--- src/rtl/proc_fetch_pkg.sv ---
// proc_fetch_pkg: shared fetch-stage types and constants
package proc_fetch_pkg;
  localparam int ADDR_W_DEF = 8;
  localparam int DATA_W_DEF = 8;
  localparam int RESET_PC = 0;
  typedef enum logic [1:0] {S_RST, S_FETCH, S_HOLD} state_t;
endpackage

--- src/rtl/fetch_fifo.sv ---
// fetch_fifo: synchronous DEPTH-entry FIFO with flush (flush beats push)
module fetch_fifo #(
  parameter int W = 16,
  parameter int DEPTH = 4,
  localparam int AW = $clog2(DEPTH),
  localparam int CW = AW + 1
) (
  input  logic          clk,
  input  logic          rst,
  input  logic          flush,
  input  logic          push,
  input  logic          pop,
  input  logic [W-1:0]  din,
  output logic [W-1:0]  dout,
  output logic [CW-1:0] count
);
  logic [W-1:0] mem [DEPTH];
  logic [AW-1:0] wr_ptr, rd_ptr;
  // storage is cleared on reset so the head reads as zero out of reset
  always_ff @(posedge clk)
    if (rst)
      for (int i = 0; i < DEPTH; i++) mem[i] <= '0;
    else if (push && !flush)
      mem[wr_ptr] <= din;
  always_ff @(posedge clk)
    if (rst || flush) begin
      wr_ptr <= '0;
      rd_ptr <= '0;
      count <= '0;
    end else begin
      if (push) wr_ptr <= wr_ptr + 1'b1;
      if (pop) rd_ptr <= rd_ptr + 1'b1;
      count <= count + CW'(push) - CW'(pop);
    end
  assign dout = mem[rd_ptr];
endmodule

--- src/rtl/instr_prefetch_buffer.sv ---
// instr_prefetch_buffer: PC/fetch FSM feeding a decode-side FIFO; PREFETCH_BYPASS_EN enables empty-queue bypass
module instr_prefetch_buffer
  import proc_fetch_pkg::*;
#(
  parameter int ADDR_W = ADDR_W_DEF,
  parameter int DATA_W = DATA_W_DEF,
  parameter int DEPTH = 4
) (
  input  logic              Clk,
  input  logic              Reset,
  output logic              Mem_Req,
  output logic [ADDR_W-1:0] Mem_Addr,
  input  logic              Mem_Ack,
  input  logic [DATA_W-1:0] Mem_Data,
  input  logic              Redirect,
  input  logic [ADDR_W-1:0] Redirect_PC,
  output logic              Out_Valid,
  input  logic              Out_Ready,
  output logic [DATA_W-1:0] Out_Instr,
  output logic [ADDR_W-1:0] Out_PC
);
  localparam int CW = $clog2(DEPTH) + 1;
  state_t state, state_nxt;
  logic [ADDR_W-1:0] pc;
  logic [CW-1:0] count;
  logic [ADDR_W+DATA_W-1:0] head;
  logic empty, ack_ok, byp, pop_out, fifo_push, fifo_pop, fills;
  assign empty = count == '0;
  assign ack_ok = Mem_Req & Mem_Ack & ~Redirect;
`ifdef PREFETCH_BYPASS_EN
  assign byp = empty & ack_ok;
`else
  assign byp = 1'b0;
`endif
  assign Out_Valid = ~empty | byp;
  assign Out_Instr = byp ? Mem_Data : head[ADDR_W +: DATA_W];
  assign Out_PC = byp ? pc : head[ADDR_W-1:0];
  assign pop_out = Out_Valid & Out_Ready;
  assign fifo_pop = pop_out & ~empty;
  // a bypassed word taken by decode the same cycle never enters the queue
  assign fifo_push = ack_ok & ~(byp & Out_Ready);
  assign fills = fifo_push & ~fifo_pop & (count == CW'(DEPTH - 1));
  assign Mem_Addr = pc;
  always_ff @(posedge Clk)
    if (Reset) state <= S_RST;
    else state <= state_nxt;
  always_comb begin
    state_nxt = state;
    case (state)
      S_RST:   state_nxt = S_FETCH;
      S_FETCH: state_nxt = (!Redirect && fills) ? S_HOLD : S_FETCH;
      S_HOLD:  state_nxt = (Redirect || pop_out) ? S_FETCH : S_HOLD;
      default: state_nxt = S_RST;
    endcase
  end
  always_comb Mem_Req = state == S_FETCH;
  always_ff @(posedge Clk)
    if (Reset) pc <= ADDR_W'(RESET_PC);
    else if (Redirect) pc <= Redirect_PC;
    else if (ack_ok) pc <= pc + 1'b1;
  fetch_fifo #(.W(ADDR_W + DATA_W), .DEPTH(DEPTH)) u_fifo (
    .clk(Clk),
    .rst(Reset),
    .flush(Redirect),
    .push(fifo_push),
    .pop(fifo_pop),
    .din({Mem_Data, pc}),
    .dout(head),
    .count(count)
  );
endmodule

--- config.mk ---
export PLATFORM = sky130hd
export DESIGN_NAME = instr_prefetch_buffer
export DESIGN_NICKNAME = d
export VERILOG_FILES = /design/src/rtl/proc_fetch_pkg.sv /design/src/rtl/fetch_fifo.sv /design/src/rtl/instr_prefetch_buffer.sv
export SDC_FILE = /design/constraint.sdc
export NUM_CORES = 1
export LEC_CHECK = 0
export CAP_MARGIN = 20
export CORE_MARGIN = 3
export CORE_UTILIZATION = 50
export CTS_CLUSTER_SIZE = 10
export DETAILED_ROUTE_END_ITERATION = 7
export PLACE_DENSITY = 0.75
export SYNTH_ARGS = -nofsm -noshare
export SYNTH_HDL_FRONTEND = slang
export SYNTH_SLANG_ARGS = --single-unit
--- constraint.sdc ---
create_clock -name Clk -period 2.11 [get_ports Clk]
set_input_delay 0.633 -clock Clk [delete_from_list [all_inputs] [get_ports Clk]]
set_output_delay 0.633 -clock Clk [all_outputs]
set_load 0.005 [all_outputs]
# ---- Word-level counts from Yosys, hierarchy flattened
# Memory sizes are Yosys's and may differ from the RTL's. A register that Yosys moved wholly into a read port is not among the register bits.
# Index checks and enable logic that the tools add are counted.
dict set report op_classes {
  n_reduce_logical 9
  mux 15
  n_addsub 5
  n_bitwise 9
  eq_ne 3
}
# op n
set ops {}
lappend ops {{$mux W16} 1}
lappend ops {{$mux W8} 2}
lappend ops {{$reduce_or A16 Y1} 1}
lappend ops {{$mux W2} 5}
lappend ops {{$add A8 B1 Y8 const B} 1}
lappend ops {{$and A1 B1 Y1} 6}
lappend ops {{$mux W1} 6}
lappend ops {{$pmux W2 S3} 1}
lappend ops {{$add A2 B1 Y2 const B} 2}
lappend ops {{$add A3 B1 Y3} 1}
lappend ops {{$eq A3 B2 Y1 const B} 1}
lappend ops {{$logic_not A3 Y1} 1}
lappend ops {{$not A1 Y1} 3}
lappend ops {{$sub A3 B1 Y3} 1}
lappend ops {{$eq A2 B1 Y1 const B} 1}
lappend ops {{$eq A2 B2 Y1 const B} 1}
lappend ops {{$logic_and A1 B1 Y1} 2}
lappend ops {{$logic_not A2 Y1} 1}
lappend ops {{$logic_or A1 B1 Y1} 2}
lappend ops {{$reduce_bool A2 Y1} 1}
lappend ops {{$logic_not A1 Y1} 1}
dict set report totals {
  mem_count 1
  input_bits 21
  mem_bits_rw 64
  output_inout_bits 26
  elab_cells 47
  regBits 17
}
# memory words width read_ports rd_ports_with_merged_regs wr line
set memory_table {}
lappend memory_table {u_fifo.mem 4 16 1 1 4 fetch_fifo.sv:17} ;# logic [W-1:0] mem [DEPTH];

# ---- Logic depth before layout (Yosys ltp)
# Gate-level depths: netlist (run 1).
dict set report depth {
  ltp_word 10
  depth_mapped 8
  depth_no_buf 8
}

# ---- Cells and area by module
# Synthesis (run 1) repeated with hierarchy kept, for this count alone.
dict set report hier_totals {
  cells_unflattened 284
  area_unflattened_um2 3792.4
}
# mod n_inst cells_each area_each_um2
set by_module_without_submodules {}
lappend by_module_without_submodules {fetch_fifo 1 219 3231.8}
lappend by_module_without_submodules {instr_prefetch_buffer 1 65 560.5}

# ---- Worst setup path before layout (run 1)
# No wires, ideal clock.
dict set report synth_timing {
  path_type {input to register}
  startpoint {input Redirect}
  endpoint {memory u_fifo.mem[0][0], enable pin}
  arrival_ns 1.891
  t_required_ns 1.737
  slack_ns -0.153
  cell_stages 4
  path_cell_list {buf_2 or3b_4 nor4_4 or2_1}
}
# element line
set synth_rtl {}
lappend synth_rtl {{start: declaration} instr_prefetch_buffer.sv:15} ;# input logic Redirect,
lappend synth_rtl {{end: declaration} fetch_fifo.sv:17}

==> impl_metrics.csv, run 1 <==
group,metric,value,unit
critical_path,crit_slowest_cell,"mux4_2",
critical_path,cp-end-kind,"output port",
cts,cts_tree,"yes",
power,p_comb_share,8.7,%
drt,wire_per_inst,16.7,um
layout,multi_input_area,0.00139,sq mm
drt,drcViolationCount,0,
hold_path,hold_path.class,"register to register",
power,power.share.sequential,50.7,%
cts,cts.sinks,83,
drt,route.met2.wl,3.83,mm
floorplan,die_w,92.8,um
drt,num_vias,2307,
sta,max-slew-margin-rel,73.6,%
global_routing,antenna_found_initial,0,
sta,hold_viol,0,
sta,setup_viol,16,
power,switchingPower,0.000757,W
drt,drtIter0Drc,114,
layout,final_layout_size_suffix_gt1_share,27.6,%
layout,area_growth,28.0,%
sta,drv_slew,0,
cts,clockBufferDepth,2,
floorplan,die_h,92.8,um
outcome,outcome,"complete, but fails checks",
global_routing,track_usage,18.2,%
floorplan,core_area,0.00729,sq mm
sta,period_share,104,%
critical_path,path_cells,"buf_12 > mux4_2 > buf_2",
drt,vias_per_cell,5.26,
critical_path,r2r_setup_slack,0.13,ns
floorplan,pin_count,47,
power,internal-power,0.00292,W
sta,fmax,457,MHz
power,power.leakage,1.82,nW
yosys,synth_cell_type_count,43,
placement,dp_slack,-0.474,ns
sta,tns,-0.769,ns
sta,period_needed,2.19,ns
cts,numCtsBuffers,9,
power,p_per_area,762,mW/mm^2
hold_path,min_to,"state[0]",
floorplan,rows,31,
drt,wl_met1,3.13,mm
layout,register_area,0.00231,sq mm
global_routing,overflow,0,
global_routing,grt_pass1_wl,11.9,mm
cts,root_buffer,"clkbuf_8",
floorplan,die_area,0.00862,sq mm
hold_path,whs_path_depth,1,
sta,finClkSkew,0.0105,ns
cts,htreeDepth,3,
power,swShare,20.6,%
global_routing,grt_pass1_vias,2428,
cts,hold_buffers,0,
global_routing,grt_max_degree,17,
floorplan,floorplan.initialDensity,51.7,%
yosys,ys_ff_latch,83,
flow_run,maxCapViolations,0,
critical_path,crit_type,"register to output port",
cts,clkLatencyLatePin,0.35,ns
cts,path_clk_slew,0.08,ns
yosys,synth_top_area_share,51.0,%
placement,portBuffers,46,
yosys,seq_area_frac_synth,61.1,%
critical_path,crit_buf_inv,2,
outcome,violations,"negative setup slack",
yosys,synth_area,0.00377,sq mm
drt,dr.pass1.iters,4,
yosys,synth_area_leaders,"edfxtp_1, and2_1, dfxtp_1",
layout,antenna_cells,0,
power,clkPwrFrac,40.7,%
placement,gp_congestion,0.797,
placement,dp_hpwl,4.77,mm
critical_path,rr_startpoint,"u_fifo.count[1]",
sta,layout_setup_ws,-0.0777,ns
critical_path,crit_fanout,8,
yosys,synthCells,266,
critical_path,crit_family,"multiplexers",
yosys,ys.flop_type,"edfxtp_1",
critical_path,rr_endpoint,"u_fifo.count[2]",
drt,wirelength,7.32,mm
yosys,synth-edff-count,64,
sta,max_slew.worst_pin.slew,0.391,ns
yosys,synth_top_cell_by_area,"edfxtp_1",
critical_path,cp.arrival,1.55,ns
yosys,yosysWarnings,0,
critical_path,critical-path-max-stage-delay,0.51,ns
layout,final_util,66.2,%
yosys,synthArstFlopShare,0,%
yosys,syn-num-nets,291,
sta,grt_setup_unrepaired,"true",
hold_path,hold_start,"state[1]",
critical_path,worst-r2r-cell-count,8,
yosys,syn_avg_cell_area,14.2,sq um
power,ir_worst_vdd,0.401,mV
layout,fillCellCount,557,
drt,routed-wl-met3,262,um
critical_path,required,1.48,ns
layout,nNetsFinal,360,
drt,antenna_left,0,
critical_path,critPathLaunchType,"register",
drt,top_layer,"met4",
## synth_stat cells, types with 3 or more instances
cell	n
and2_1	66
edfxtp_1	64
dfxtp_1	19
mux4_2	16
nor2_1	16
buf_2	8
inv_1	8
or3_1	6
nand3_1	5
a311oi_1	4
xnor2_1	4
a211oi_1	3
clkbuf_1	3
ha_1	3
nor4_4	3
o21ai_1	3
or2_1	3
xor2_1	3
## sequential cells by signal, indices dropped and copies added, names as in the netlist, named ones only
signal	flops
u_fifo.rd_ptr	2
Mem_Addr	8
u_fifo.mem	64
u_fifo.count	3
state	2
u_fifo.wr_ptr	2
## stage by stage
| step | area (sq um) | cells | power [W] | hold slack, ns |
|---|---|---|---|---|
| floorplan | 3770 | 266 | 0.00203 | 0.484 |
| global placement | 4560 | 420 | 0.00222 | 0.507 |
| detailed placement | 4560 | 420 | 0.00223 | 0.510 |
| CTS | 4800 | 438 | 0.00370 | 0.529 |
| global route | 4830 | 439 | 0.00380 | 0.519 |
| finish | 4830 | 439 | 0.00367 | 0.492 |
## power groups by stage
stage               logic (W)  clock network, W  registers, W
finish               0.000319           0.00149       0.00186
global route         0.000348           0.00158       0.00187
CTS                  0.000322           0.00151       0.00186
detailed placement   0.000335                 0       0.00190
global placement     0.000328                 0       0.00189
floorplan            0.000143                 0       0.00189
## cells by family after synthesis
group / Yosys count / synth area share (%)
buffers and inverters: 23 / 2.75
multiplexers: 17 / 9.82
adder cells (fa/ha/maj): 4 / 1.53
AO/OA/AOI/OAI: 22 / 4.28
XOR/XNOR: 7 / 1.63
flip-flops: 83 / 61.1
AND/OR/NAND/NOR: 110 / 18.9
## placed cells by master (no fill, tap or decap), drive strengths merged, types with 2 or more instances in the layout
| cell type | Yosys | layout |
|---|---|---|
| and2 | 66 | 66 |
| edfxtp | 64 | 64 |
| buf | 11 | 41 |
| clkdlybuf4s50 | 0 | 25 |
| dfxtp | 19 | 19 |
| mux4 | 16 | 16 |
| nor2 | 16 | 16 |
| inv | 9 | 11 |
| clkbuf | 3 | 9 |
| or3 | 6 | 6 |
| nand3 | 5 | 5 |
| o21ai | 5 | 5 |
| a311oi | 4 | 4 |
| bufinv | 0 | 4 |
| or2 | 3 | 4 |
| xnor2 | 4 | 4 |
| nor4 | 3 | 3 |
| xor2 | 3 | 3 |
| a211oi | 3 | 3 |
| dlymetal6s2s | 0 | 3 |
| ha | 3 | 3 |
| a31o | 2 | 2 |
| or4 | 2 | 2 |
| dlygate4sd2 | 0 | 2 |
| nand3b | 2 | 2 |
## per-layer routing
metal	track usage, %	vias to the layer above
li1	-	1121
met1	22.8	1139
met2	31.6	39
met3	2.92	8
met4	7.20	0
met5	0	-
## how the worst max path moves through the flow
stage | end | slack, ns | cells past startpoint
6_report | Out_PC[1] | -0.08 | 3
5_1_grt | Out_PC[1] | -0.13 | 3
4_1_cts | Out_PC[1] | -0.11 | 3
3_5_place_dp | u_fifo.count[2] | -0.47 | 9
3_3_place_gp | u_fifo.count[2] | -0.37 | 9
2_1_floorplan | u_fifo.count[2] | 0.04 | 8
## worst reg2reg max path: stages (launching register included)
cell and delay, ns:
dfxtp_1 0.38, o31a_1 0.28, ha_1 0.28, inv_1 0.04, ha_2 0.17, fa_2 0.37, xnor2_2 0.17, xnor2_1 0.13
nor2_1 0.05
## timing repair
| action | in CTS | in global routing |
|---|---|---|
| pin swaps | 2 | 3 |
| hold endpoints to repair | 0 | 0 |
| setup buffers | 1 | 0 |
| endpoints found under the setup margin | 19 | 34 |
| gates resized for setup | 74 | 8 |
| cloned | 1 | 1 |
## layout make-up
class | count | area share, %
inverters | 9 | 0.700
multi-input cells | 161 | 28.8
well taps | 99 | 2.57
clock buffers | 9 | 2.57
clock inverters | 7 | 3.06
flip-flops and latches | 83 | 47.9
repair buffers | 71 | 14.4
Power figures use the tool's default switching activity.
==> run 2, diff against run 1 <==
- CORE_UTILIZATION: 50 -> 35
- PLACE_DENSITY: 0.75 -> 0.68
==> run 2 against run 1 <==
Net effect: the flow still finishes with violations (negative setup slack); flip-flop and latch count unchanged; core utilization decreased by 20 points; final area increased by 0.29%; sequential power about the same; non-clock buffer count unchanged; worst hold slack improved by 0.046 ns; first-iteration DRC count decreased by 7.0%; via count increased by 0.35%; combinational power decreased by 3%; critical path depth unchanged; global-route usage decreased by 4.1 points; total power decreased by 0.46%.
==> impl_metrics.csv, run 2 (synthesis gave the netlist of run 1 again) <==
group,metric,value,unit
sta,setup_viol,16,
flow_run,maxCapViolations,0,
layout,final_util,46.5,%
hold_path,whs_path_depth,2,
cts,htreeDepth,3,
floorplan,die_area,0.0121,sq mm
sta,fmax,457,MHz
floorplan,rows,37,
sta,finClkSkew,0.00779,ns
placement,dp.cells,457,
cts,numCtsBuffers,9,
critical_path,r2r_setup_slack,0.08,ns
drt,wire_per_inst,16.4,um
critical_path,crit_type,"register to output port",
drt,num_vias,2315,
drt,antenna_left,0,
cts,cts.sinks,83,
critical_path,cp-end-kind,"output port",
power,ir_worst_vdd,0.452,mV
critical_path,crit_slowest_cell,"mux4_2",
global_routing,track_usage,14.1,%
layout,fin_cells,476,
drt,wl_met1,3.31,mm
cts,path_clk_slew,0.08,ns
cts,root_buffer,"clkbuf_8",
sta,max-slew-margin-rel,67.0,%
global_routing,grt_max_degree,17,
floorplan,pin_count,47,
global_routing,grt_pass1_vias,2422,
outcome,violations,"negative setup slack",
critical_path,worst-r2r-cell-count,8,
layout,antenna_cells,0,
placement,gp_congestion,0.778,
floorplan,floorplan.initialDensity,36.2,%
critical_path,rr_endpoint,"u_fifo.count[2]",
critical_path,rr_startpoint,"u_fifo.count[2]",
sta,period_needed,2.19,ns
cts,clkLatencyLatePin,0.34,ns
critical_path,required,1.48,ns
hold_path,min_to,"u_fifo.count[2]",
floorplan,die_w,110,um
placement,portBuffers,46,
critical_path,crit_fanout,8,
layout,nNetsFinal,360,
placement,dp_slack,-0.504,ns
layout,final_common_cell,"and2_1",
sta,holdWs,0.537,ns
drt,top_layer,"met4",
outcome,outcome,"complete, but fails checks",
cts,clockBufferDepth,2,
layout,largest_register_ffs,64,
drt,wirelength,7.79,mm
floorplan,core_area,0.0104,sq mm
drt,route.met2.wl,3.94,mm
sta,drv_slew,0,
power,power.leakage,1.79,nW
layout,final_cell_mix,"and2_1, edfxtp_1, clkdlybuf4s50_1, buf_4",
sta,grt_setup_unrepaired,"true",
sta,period_share,104,%
layout,final_layout_size_suffix_gt1_share,27.4,%
power,p_per_area,756,mW/mm^2
placement,dp_hpwl,5.05,mm
drt,routed-wl-met3,392,um
global_routing,overflow,0,
hold_path,hold_path.class,"register to register",
critical_path,critical-path-max-stage-delay,0.51,ns
sta,hold_viol,0,
layout,fillCellCount,942,
critical_path,path_cells,"buf_12 > mux4_2 > buf_2",
layout,largest_register,"u_fifo.mem",
drt,drtIter0Drc,106,
power,power,0.00366,W
critical_path,critPathLaunchType,"register",
hold_path,hold_start,"u_fifo.count[2]",
drt,drcViolationCount,0,
drt,dr.pass1.iters,4,
layout,area_growth,28.4,%
sta,layout_setup_ws,-0.0786,ns
cts,cts_tree,"yes",
drt,vias_per_cell,4.86,
critical_path,cp.arrival,1.56,ns
global_routing,antenna_found_initial,0,
floorplan,die_h,110,um
global_routing,grt_pass1_wl,12.5,mm
sta,max_slew.worst_pin.slew,0.488,ns
-- run 2: cell types whose count changed in the layout (fill, tap and decap cells not counted), moves of 2 or more --
cell	previous run	this run
buf_12	8	6
buf_4	16	18
clkdlybuf4s50_1	25	27
clkinv_4	0	2
dlymetal6s2s_1	3	1
-- run 2: power by group --
group	switching [W]	total, W	internal [W]	leakage, nW
registers	0.0000450	0.00187	0.00182	0.819
clock network	0.000569	0.00148	0.000911	0.131
logic	0.000138	0.000311	0.000173	0.845
total	0.000752	0.00366	0.00291	1.79
-- run 2: what timing repair did --
item,4_1_cts,5_1_grt
pin swaps,2,4
hold buffers,0,0
endpoints found under the hold margin,0,0
buffers inserted,1,0
resized for setup,72,8
gates cloned,1,1
endpoints found under the setup margin,21,49
-- run 2: stage by stage --
| stage | instance area, sq um | setup TNS [ns] |
|---|---|---|
| after floorplan | 3770 | 0 |
| after global routing | 4840 | -1.83 |
| final | 4840 | -0.845 |
| after CTS | 4810 | -1.39 |
| after detailed placement | 4580 | -27.30 |
| after global placement | 4580 | -23.33 |
-- run 2: worst max path at each step --
| stage | from | to | slack [ns] |
|---|---|---|---|
| detailed placement | Out_Ready | u_fifo.count[2] | -0.50 |
| CTS | register | Out_PC[6] | -0.11 |
| finish | register | Out_PC[5] | -0.08 |
| floorplan | Out_Ready | u_fifo.count[2] | 0.04 |
| global route | register | Out_PC[6] | -0.14 |
| global placement | Out_Ready | u_fifo.count[2] | -0.40 |
-- run 2: critical path: cells and delay by family (launching register included) --
kind | cells | cell delay (ns)
flops | 1 | 0.40
buf+inv | 2 | 0.30
mux | 1 | 0.51
-- run 2: area by class of cell --
| class | count | area [sq um] | share of cell area (%) |
|---|---|---|---|
| clock buffer | 10 | 128 | 2.64 |
| sequential | 83 | 2310 | 47.8 |
| multi-input combinational | 161 | 1390 | 28.8 |
| timing repair buffer | 71 | 663 | 13.7 |
| clock inverter | 6 | 138 | 2.84 |
| tap | 136 | 170 | 3.52 |
| inverter | 9 | 33.8 | 0.698 |
-- run 2: metal layers --
layer	vias to the layer above	track usage (%)
li1	1123	-
met1	1122	17.0
met2	58	24.5
met3	12	2.64
met4	0	5.97
met5	-	0
